`src/rtl/nyq_dec_pkg.sv`:
```
// NYQ decimator shared package.
// Register map, FSM encoding, limits and config bundle.
package nyq_dec_pkg;

    localparam int REG_FACT  = 0;
    localparam int REG_SHIFT = 1;
    localparam int REG_EN    = 2;

    localparam int D_MAX   = 16;
    localparam int FACT_W  = $clog2(D_MAX);
    localparam int SHIFT_W = 3;

    localparam logic [SHIFT_W-1:0] SHIFT_MAX = 3'd4;

    localparam logic [0:0] ST_IDLE = 1'b0;
    localparam logic [0:0] ST_RUN  = 1'b1;

    typedef struct packed {
        logic [FACT_W-1:0]  fact;
        logic [SHIFT_W-1:0] shift;
        logic               en;
    } dec_cfg_t;

    function automatic logic [SHIFT_W-1:0] clamp_shift(
        input logic [SHIFT_W-1:0] s
    );
        return (s > SHIFT_MAX) ? SHIFT_MAX : s;
    endfunction

endpackage

```
`src/rtl/nyq_dec_sat.sv`:
```
// NYQ decimator output stage.
// Round-half-up arithmetic shift, then clip to output width.
module nyq_dec_sat
    import nyq_dec_pkg::*;
#(
    parameter int ACC_WIDTH = 28,
    parameter int OUT_WIDTH = 24
) (
    input  logic signed [ACC_WIDTH-1:0] sum,
    input  logic        [SHIFT_W-1:0]   shift,
    output logic signed [OUT_WIDTH-1:0] res
);

    localparam int EW = ACC_WIDTH + 1;

    localparam logic signed [EW-1:0] MAX_V =
        {{(EW-OUT_WIDTH+1){1'b0}}, {(OUT_WIDTH-1){1'b1}}};
    localparam logic signed [EW-1:0] MIN_V =
        {{(EW-OUT_WIDTH+1){1'b1}}, {(OUT_WIDTH-1){1'b0}}};

    logic signed [EW-1:0] ext;
    logic signed [EW-1:0] rnd;
    logic signed [EW-1:0] rsum;
    logic signed [EW-1:0] shifted;

    // One guard bit keeps the rounding add from wrapping.
    assign ext     = {sum[ACC_WIDTH-1], sum};
    assign rnd     = (EW'(1) << shift) >> 1;
    assign rsum    = ext + rnd;
    assign shifted = rsum >>> shift;

    // Clip the scaled value into the signed output range.
    always_comb begin
        res = shifted[OUT_WIDTH-1:0];
        if (shifted > MAX_V) begin
            res = MAX_V[OUT_WIDTH-1:0];
        end else if (shifted < MIN_V) begin
            res = MIN_V[OUT_WIDTH-1:0];
        end
    end

endmodule

```
`src/rtl/nyq_dec.sv`:
```
// NYQ decimator: integrate-and-dump over D samples,
// then round, scale and saturate the group sum.
module nyq_dec
    import nyq_dec_pkg::*;
#(
    parameter int IN_WIDTH   = 24,
    parameter int OUT_WIDTH  = 24,
    parameter int ADDR_WIDTH = 6,
    parameter int ACC_WIDTH  = IN_WIDTH + 4
) (
    input  logic                         Clk_CI,
    input  logic                         Rst_RBI,
    input  logic                         WrEn_SI,
    input  logic        [ADDR_WIDTH-1:0] Addr_DI,
    input  logic        [23:0]           PAR_In_DI,
    input  logic signed [IN_WIDTH-1:0]   DEC_In_DI,
    input  logic                         DEC_InValid_SI,
    output logic signed [OUT_WIDTH-1:0]  DEC_Out_DO,
    output logic                         DEC_Valid_DO
);

    dec_cfg_t cfg;
    logic [0:0] state;

    logic signed [ACC_WIDTH-1:0] acc;
    logic signed [ACC_WIDTH-1:0] sample_ext;
    logic signed [ACC_WIDTH-1:0] sum;
    logic        [FACT_W-1:0]    cnt;

    logic hit_fact;
    logic hit_shift;
    logic hit_en;
    logic cfg_hit;
    logic running;
    logic accept;
    logic dump;

    logic signed [OUT_WIDTH-1:0] sat_out;

    logic unused_par;
    assign unused_par = ^PAR_In_DI[23:FACT_W];

    assign hit_fact  = Addr_DI == ADDR_WIDTH'(REG_FACT);
    assign hit_shift = Addr_DI == ADDR_WIDTH'(REG_SHIFT);
    assign hit_en    = Addr_DI == ADDR_WIDTH'(REG_EN);
    assign cfg_hit   = WrEn_SI && (hit_fact || hit_shift || hit_en);

    assign running = (state == ST_RUN) && cfg.en;
    assign accept  = running && DEC_InValid_SI && !cfg_hit;
    assign dump    = accept && (cnt == cfg.fact);

    assign sample_ext = {
        {(ACC_WIDTH-IN_WIDTH){DEC_In_DI[IN_WIDTH-1]}},
        DEC_In_DI
    };
    assign sum = acc + sample_ext;

    // Config register file; writes land on the strobe edge.
    always_ff @(posedge Clk_CI) begin
        if (!Rst_RBI) begin
            cfg <= '0;
        end else if (WrEn_SI) begin
            unique case (1'b1)
                hit_fact:  cfg.fact  <= PAR_In_DI[FACT_W-1:0];
                hit_shift: cfg.shift <= clamp_shift(PAR_In_DI[SHIFT_W-1:0]);
                hit_en:    cfg.en    <= PAR_In_DI[0];
                default:   ;
            endcase
        end
    end

    // IDLE/RUN control follows the enable register.
    always_ff @(posedge Clk_CI) begin
        if (!Rst_RBI) begin
            state <= ST_IDLE;
        end else begin
            unique case (state)
                ST_IDLE: if (cfg.en)  state <= ST_RUN;
                ST_RUN:  if (!cfg.en) state <= ST_IDLE;
                default: state <= ST_IDLE;
            endcase
        end
    end

    // Accumulate accepted samples; a config write restarts the group.
    always_ff @(posedge Clk_CI) begin
        if (!Rst_RBI || !running || cfg_hit) begin
            acc <= '0;
            cnt <= '0;
        end else if (accept) begin
            if (dump) begin
                acc <= '0;
                cnt <= '0;
            end else begin
                acc <= sum;
                cnt <= cnt + FACT_W'(1);
            end
        end
    end

    nyq_dec_sat #(
        .ACC_WIDTH(ACC_WIDTH),
        .OUT_WIDTH(OUT_WIDTH)
    ) u_sat (
        .sum  (sum),
        .shift(cfg.shift),
        .res  (sat_out)
    );

    // Register the dumped group result and its strobe.
    always_ff @(posedge Clk_CI) begin
        if (!Rst_RBI) begin
            DEC_Out_DO   <= '0;
            DEC_Valid_DO <= 1'b0;
        end else begin
            DEC_Valid_DO <= dump;
            if (dump) begin
                DEC_Out_DO <= sat_out;
            end
        end
    end

endmodule

```
`config.mk`:
```
export PLATFORM = sky130hd
export DESIGN_NAME = nyq_dec
export DESIGN_NICKNAME = d
export VERILOG_FILES = /design/src/rtl/nyq_dec_pkg.sv /design/src/rtl/nyq_dec_sat.sv /design/src/rtl/nyq_dec.sv
export SDC_FILE = /design/constraint.sdc
export NUM_CORES = 1
export LEC_CHECK = 0
export BUFFER_PORTS_ARGS = -buffer_cell sky130_fd_sc_hd__buf_2
export CAP_MARGIN = 20
export CORE_MARGIN = 2
export CORE_UTILIZATION = 40
export CTS_CLUSTER_SIZE = 8
export DETAILED_ROUTE_END_ITERATION = 7
export PLACE_DENSITY_LB_ADDON = 0.12
export SETUP_SLACK_MARGIN = 0.3
export SKIP_CTS_REPAIR_TIMING = 1
export SYNTH_ARGS = -nofsm -noshare
export SYNTH_HDL_FRONTEND = slang
export SYNTH_SLANG_ARGS = --single-unit
```
`constraint.sdc`:
```
create_clock -name Clk_CI -period 8.7 [get_ports Clk_CI]
set_clock_uncertainty 0.2 [all_clocks]
set_input_delay 0.435 -clock Clk_CI [delete_from_list [all_inputs] [get_ports Clk_CI]]
set_output_delay 0.435 -clock Clk_CI [all_outputs]
set_load 0.01 [all_outputs]
```
### Yosys cells after proc, flatten, opt, wreduce, memory -nomap -nowiden

Cells that the tools add are included.

| cells by class | value |
|---|---|
| $add $sub $neg | 3 |
| $lt $le $gt $ge | 3 |
| eq/ne operators | 3 |
| shift-type cells | 2 |
| multiplexer cells | 6 |
| reductions and logical operators | 16 |

Operator list:

| kind | count |
|---|---|
| 24-bit 2-to-1 mux | 2 |
| 28-bit by 29-bit adder with 29-bit output | 1 |
| 29-bit by 24-bit > comparator with 1-bit output, second input constant | 1 |
| 29-bit by 24-bit less-than comparator with 1-bit output, second input constant | 1 |
| 1-bit by 3-bit << shifter with 29-bit output, first input constant | 1 |
| 29-bit by 3-bit >>> shifter with 29-bit output | 1 |
| 28-bit by 24-bit adder with 28-bit output | 1 |
| 28-bit 2-to-1 mux | 1 |
| 6-bit by 1-bit equality test with 1-bit output, second input constant | 1 |
| 6-bit by 2-bit equality test with 1-bit output, second input constant | 1 |
| 6-bit logical NOT | 1 |
| 2-bit AND reduction | 3 |
| 1-bit logical AND | 5 |
| 4-bit by 1-bit adder with 4-bit output, second input constant | 1 |
| 4-bit equality test | 1 |
| 1-bit logical OR | 4 |
| 4-bit 2-to-1 mux | 1 |
| 3-bit > comparator, second input constant | 1 |
| 1-bit logical NOT | 3 |
| 3-bit 2-to-1 mux | 1 |
| 1-bit 2-to-1 mux | 1 |

| storage, ports and cells | value |
|---|---|
| flip-flop bits (word level) | 66 |
| bits of input ports | 58 |
| output and inout bits | 25 |
| word-level logic and storage cells | 41 |

### Logic depth before layout (Yosys ltp)

| logic depth | value |
|---|---|
| depth after elaboration | 8 |
| gate-level depth with buffers | 23 |
| mapped depth without buffers | 20 |

### By module

A second synthesis with hierarchy kept.

| unflattened totals | value |
|---|---|
| cell total of the unflattened synthesis | 807 |
| area total of the unflattened synthesis | 6,343.6 um^2 |

By module, submodules not included:

| module | times used | cells each | area an instance (um^2) | sequential area each (um^2) |
|---|---|---|---|---|
| nyq_dec | 1 | 459 | 3,887.5 | 1,321.3 |
| nyq_dec_sat | 1 | 348 | 2,456.1 | 0.0 |

### Worst setup path before layout

No wires, ideal clock.

| timing path | value |
|---|---|
| kind | register -> register |
| start point | register, netlist name cfg[1] |
| end point | register DEC_Out_DO[16] |
| library setup time | 0.127 ns |
| arrival | 4.657 ns |
| data required time | 8.373 ns |
| path slack | 3.716 ns |
| stages on the path, launching flop included | 24 |
| buffers on the path | 5 |
| period minus slack after synthesis | 4.984 ns |
| path through | dfxtp_1 > clkbuf_1 > inv_1 > clkbuf_1 > buf_1 > nor3_1 > ha_1 > inv_1 > fa_1 > nor2b_1 > o21ai_0 > a21boi_0 > o211ai_1 > a211oi_4 > nand3_1 > or4_4 > or2_1 > o2111ai_1 > o31a_1 > a41o_1 > and3_1 > buf_4 > buf_6 > o22ai_1 |

| on the way | value |
|---|---|
| longest elaborated chain between the ends | 6 |
| elaborated cells between the ends (all ways) | 7 |
| classes of those cells | 1 x add/sub; 2 x order compare; 2 x shift; 2 x mux |

RTL lines:

| item | line | RTL |
|---|---|---|
| 1-bit by 3-bit << shifter with 29-bit output | nyq_dec_sat.sv:28 | `assign rnd = (EW'(1) << shift) >> 1;` |
| 28-bit by 29-bit adder with 29-bit output | nyq_dec_sat.sv:29 | `assign rsum = ext + rnd;` |
| 29-bit by 3-bit >>> shifter with 29-bit output * | nyq_dec_sat.sv:30 | `assign shifted = rsum >>> shift;` |
| 29-bit by 24-bit less-than comparator with 1-bit output | nyq_dec_sat.sv:37 | `end else if (shifted < MIN_V) begin` |
| 24-bit 2-to-1 mux | nyq_dec_sat.sv:37 |  |
| 24-bit 2-to-1 mux * | nyq_dec_sat.sv:35 | `if (shifted > MAX_V) begin` |
| to (signal assigned) | nyq_dec.sv:118 | `DEC_Out_DO <= sat_out;` |
| to (decl) | nyq_dec.sv:18 | `output logic signed [OUT_WIDTH-1:0] DEC_Out_DO,` |

Every way passes the cells marked *; elsewhere a longest branch is shown, timed or not.
A chain may end at the register's enable or synchronous reset.

### Worst setup path after layout

| timing path | value |
|---|---|
| start point | register, netlist name cfg[1] |
| end point | register DEC_Out_DO[16] |

| on the way | value |
|---|---|
| longest elaborated chain between the ends | 6 |
| elaborated cells between the ends (all ways) | 7 |
| classes of those cells | 1 x add/sub; 2 x order compare; 2 x shift; 2 x mux |

RTL lines:

| item | line |
|---|---|
| 1-bit by 3-bit << shifter with 29-bit output | nyq_dec_sat.sv:28 |
| 28-bit by 29-bit adder with 29-bit output | nyq_dec_sat.sv:29 |
| 29-bit by 3-bit >>> shifter with 29-bit output * | nyq_dec_sat.sv:30 |
| 29-bit by 24-bit less-than comparator with 1-bit output | nyq_dec_sat.sv:37 |
| 24-bit 2-to-1 mux | nyq_dec_sat.sv:37 |
| 24-bit 2-to-1 mux * | nyq_dec_sat.sv:35 |

Marked as above.

==> results.cfg <==
[sta]
fin_setup_tns_ps = 0
final-max-slew-violation-count = 0
fin_crit_sh = 0.665
setup_viol = 0
worst_pin_slew_ps = 942
clock.fmax_ghz = 0.173
hold_violations = 0
maxSlewHeadroom = 0.372
rsz0062_at_grt = no
fin_crit_ps = 5790

[placed_design]
gp_congestion = 0.878
io_buffers = 62
hpwl_microns = 13500

[layout]
num_antenna_cells = 0
fin_nets = 979
area_growth_pct = 10.1
drive_above_1_share = 0.160
fin_util = 0.450

[floorplanning]
die_w_microns = 131
core_area_sq_um = 15900
dieArea_sq_um = 17300
ios = 83
initial_core_util = 0.409
rows = 46
die_h_microns = 131

[synthesis]
ys_types = 88
syn_area_sq_um = 6490
ys_seq_area_frac = 0.204
synthMuxAreaShare = 0.0742
synth_top_family_by_area = compound AO/OA/AOI/OAI gates
synth_xor_area_frac = 0.0682
avgSynthCellArea_sq_um = 7.55
synth_top_area_cell = dfxtp_1
synth_edf_count = 0
synthSimpleGateAreaFrac = 0.238
synth.area.top_cells = dfxtp_1, ha_1, a21oi_1, mux2i_1, nor2_1
ys_async_sr_fraction = 0
synthCells = 860
synth_warnings = 0
yosysTopAreaCellShare = 0.204
synth_compound_area_frac = 0.291
synthAdderAreaFrac = 0.0736
ys.flop_type = dfxtp_1
ys_seq_elements = 66
syn_nets = 955

[pwr]
design_power_total_mw = 0.764
peakVddDrop_v = 0.0000915
power_density_nw_per_um2 = 107
leakagePower_nw = 2.85

[cts]
clk_latency_ps = 350
cts_tree = built
cts_buffer_depth = 2
clkTransAtPathRegs_ps = 60
htreeDepth = 3
cts_num_sinks = 66
cts_buffers = 9
cts_root_buf = clkbuf_16

[grt]
grt_overflow = 0
grt_pass1_vias = 5885
grt_use_total = 0.209
grt_antenna_before_repair = 0
grt_pass1_wl_microns = 30200
grt_start_max_net_pins = 38

[detailed_routing]
vias_per_cell = 5.61
vias = 6196
wl_per_cell_microns = 16.1
detail-route-antenna-nets = 0
drc = 0
routed_wl_microns = 17800
dr.first_iter.drc_count = 331
firstDrtPassIters = 5

[setup_path]
cpMaxStageDelayCell = and3_1
reg2reg_slack_ps = 2910
worstSetupEndpointType = register
criticalPathCategory = register to register
path_cells = buf_4, inv_1, buf_4, nor3_1, ha_1, inv_1, fa_1, nor2b_1, o21ai_0, a21boi_0, o211ai_1, a211oi_4, nand3_1, or4_4, a21oi_1, nor2_1, o31ai_2, a41o_1, and3_1, o22ai_1
slowest_delay_ps = 700
critPathMaxFanout = 37
cp_data_required_time_ps = 8690
critPathArrivalTime_ps = 5780
startpoint_type = register

[outcome]
status = finished clean

[run]
max_cap_violations = 0

[worst_hold_path]
hold_class = primary input to register
## layout make-up
cell class	count	area, sq um
inverter	19	71.3
tap	216	270
clock buffer	12	256
timing repair buffer	70	370
sequential	66	1320
fill	1728	8740
multi-input combinational	718	4830
clock inverter	4	26.3
## routing by layer
metal | up-vias | global-route usage | routed length (microns)
met1 | 2885 | 0.283 | 8690
met2 | 85 | 0.351 | 8360
li1 | 3209 | - | -
met4 | 0 | 0.0519 | 227
met5 | - | 0 | 0
met3 | 17 | 0.0309 | 486
## worst paths after layout
check | depth (start not counted) | endpoint | start
worst max register to register | 20 | DEC_Out_DO[16] | cfg[1]
worst min register to register | 2 | acc[3] | acc[3]
worst max-delay path | 20 | DEC_Out_DO[16] | cfg[1]
worst min-delay path | 3 | cfg[7] | PAR_In_DI[3]
## synth_stat cells (all sizes together), types with 3 or more instances
master	instances
a21oi	85
nor2	85
nand2	80
o21ai	76
dfxtp	66
ha	35
mux2i	32
buf	31
xnor2	29
clkbuf	26
nand3	26
nor3	26
a22oi	23
inv	19
nand4	19
xor2	19
a21o	12
nor2b	12
a211oi	11
and3	11
o211ai	11
mux2	10
a21boi	9
and2	9
nor4	9
o22ai	9
nand2b	7
a211o	6
a31oi	5
o31ai	5
or2	5
o21a	4
a221o	3
a311oi	3
and4	3
nor3b	3
nor4b	3
o221ai	3
## through the flow
stage | setup slack, ps | area [sq um] | hold WS [ps] | std cells
3_5_place_dp | 2850 | 6870 | 251 | 1089
3_3_place_gp | 2910 | 6870 | 245 | 1089
6_report | 2910 | 7150 | 154 | 1105
4_1_cts | 2920 | 7150 | 150 | 1105
5_1_grt | 2390 | 7150 | 176 | 1105
2_1_floorplan | 3720 | 6490 | 236 | 860
## sequential cells by signal, summed over array words and instances, names as in the netlist
name	count
DEC_Out_DO	24
DEC_Valid_DO	1
acc	28
cfg	8
cnt	4
state	1
## cells by family after synthesis
group / after synthesis
fa+ha+maj: 37
compound gates: 283
mux: 44
flops: 66
xor+xnor: 48
buf+inv: 76
simple gates: 306
## cells in the final DEF, fill, tap and decap left out, types with 22 or more instances in the layout
master / Yosys / final
nor2_1: 85 / 85
a21oi_1: 80 / 80
nand2_1: 80 / 80
dfxtp_1: 66 / 66
buf_2: 17 / 62
o21ai_0: 57 / 57
ha_1: 35 / 35
mux2i_1: 32 / 32
nand3_1: 26 / 26
xnor2_1: 26 / 26
nor3_1: 25 / 25
a22oi_1: 22 / 22
## critical path: cells and delay by family, from the launching register on
family / cells / cell delay, ps
and+or+nand+nor: 6 / 1760
DFF: 1 / 300
adders and majority gates: 2 / 590
buffers and inverters: 4 / 700
AOI/OAI and AO/OA: 8 / 2070
## report_power, final
part / internal [mW] / total (mW) / switching, mW
clock: 0.208 / 0.352 / 0.144
sequential: 0.302 / 0.302 / 0.0000729
combinational: 0.0421 / 0.110 / 0.0677
No activity file was read; power rests on OpenSTA's default activity.
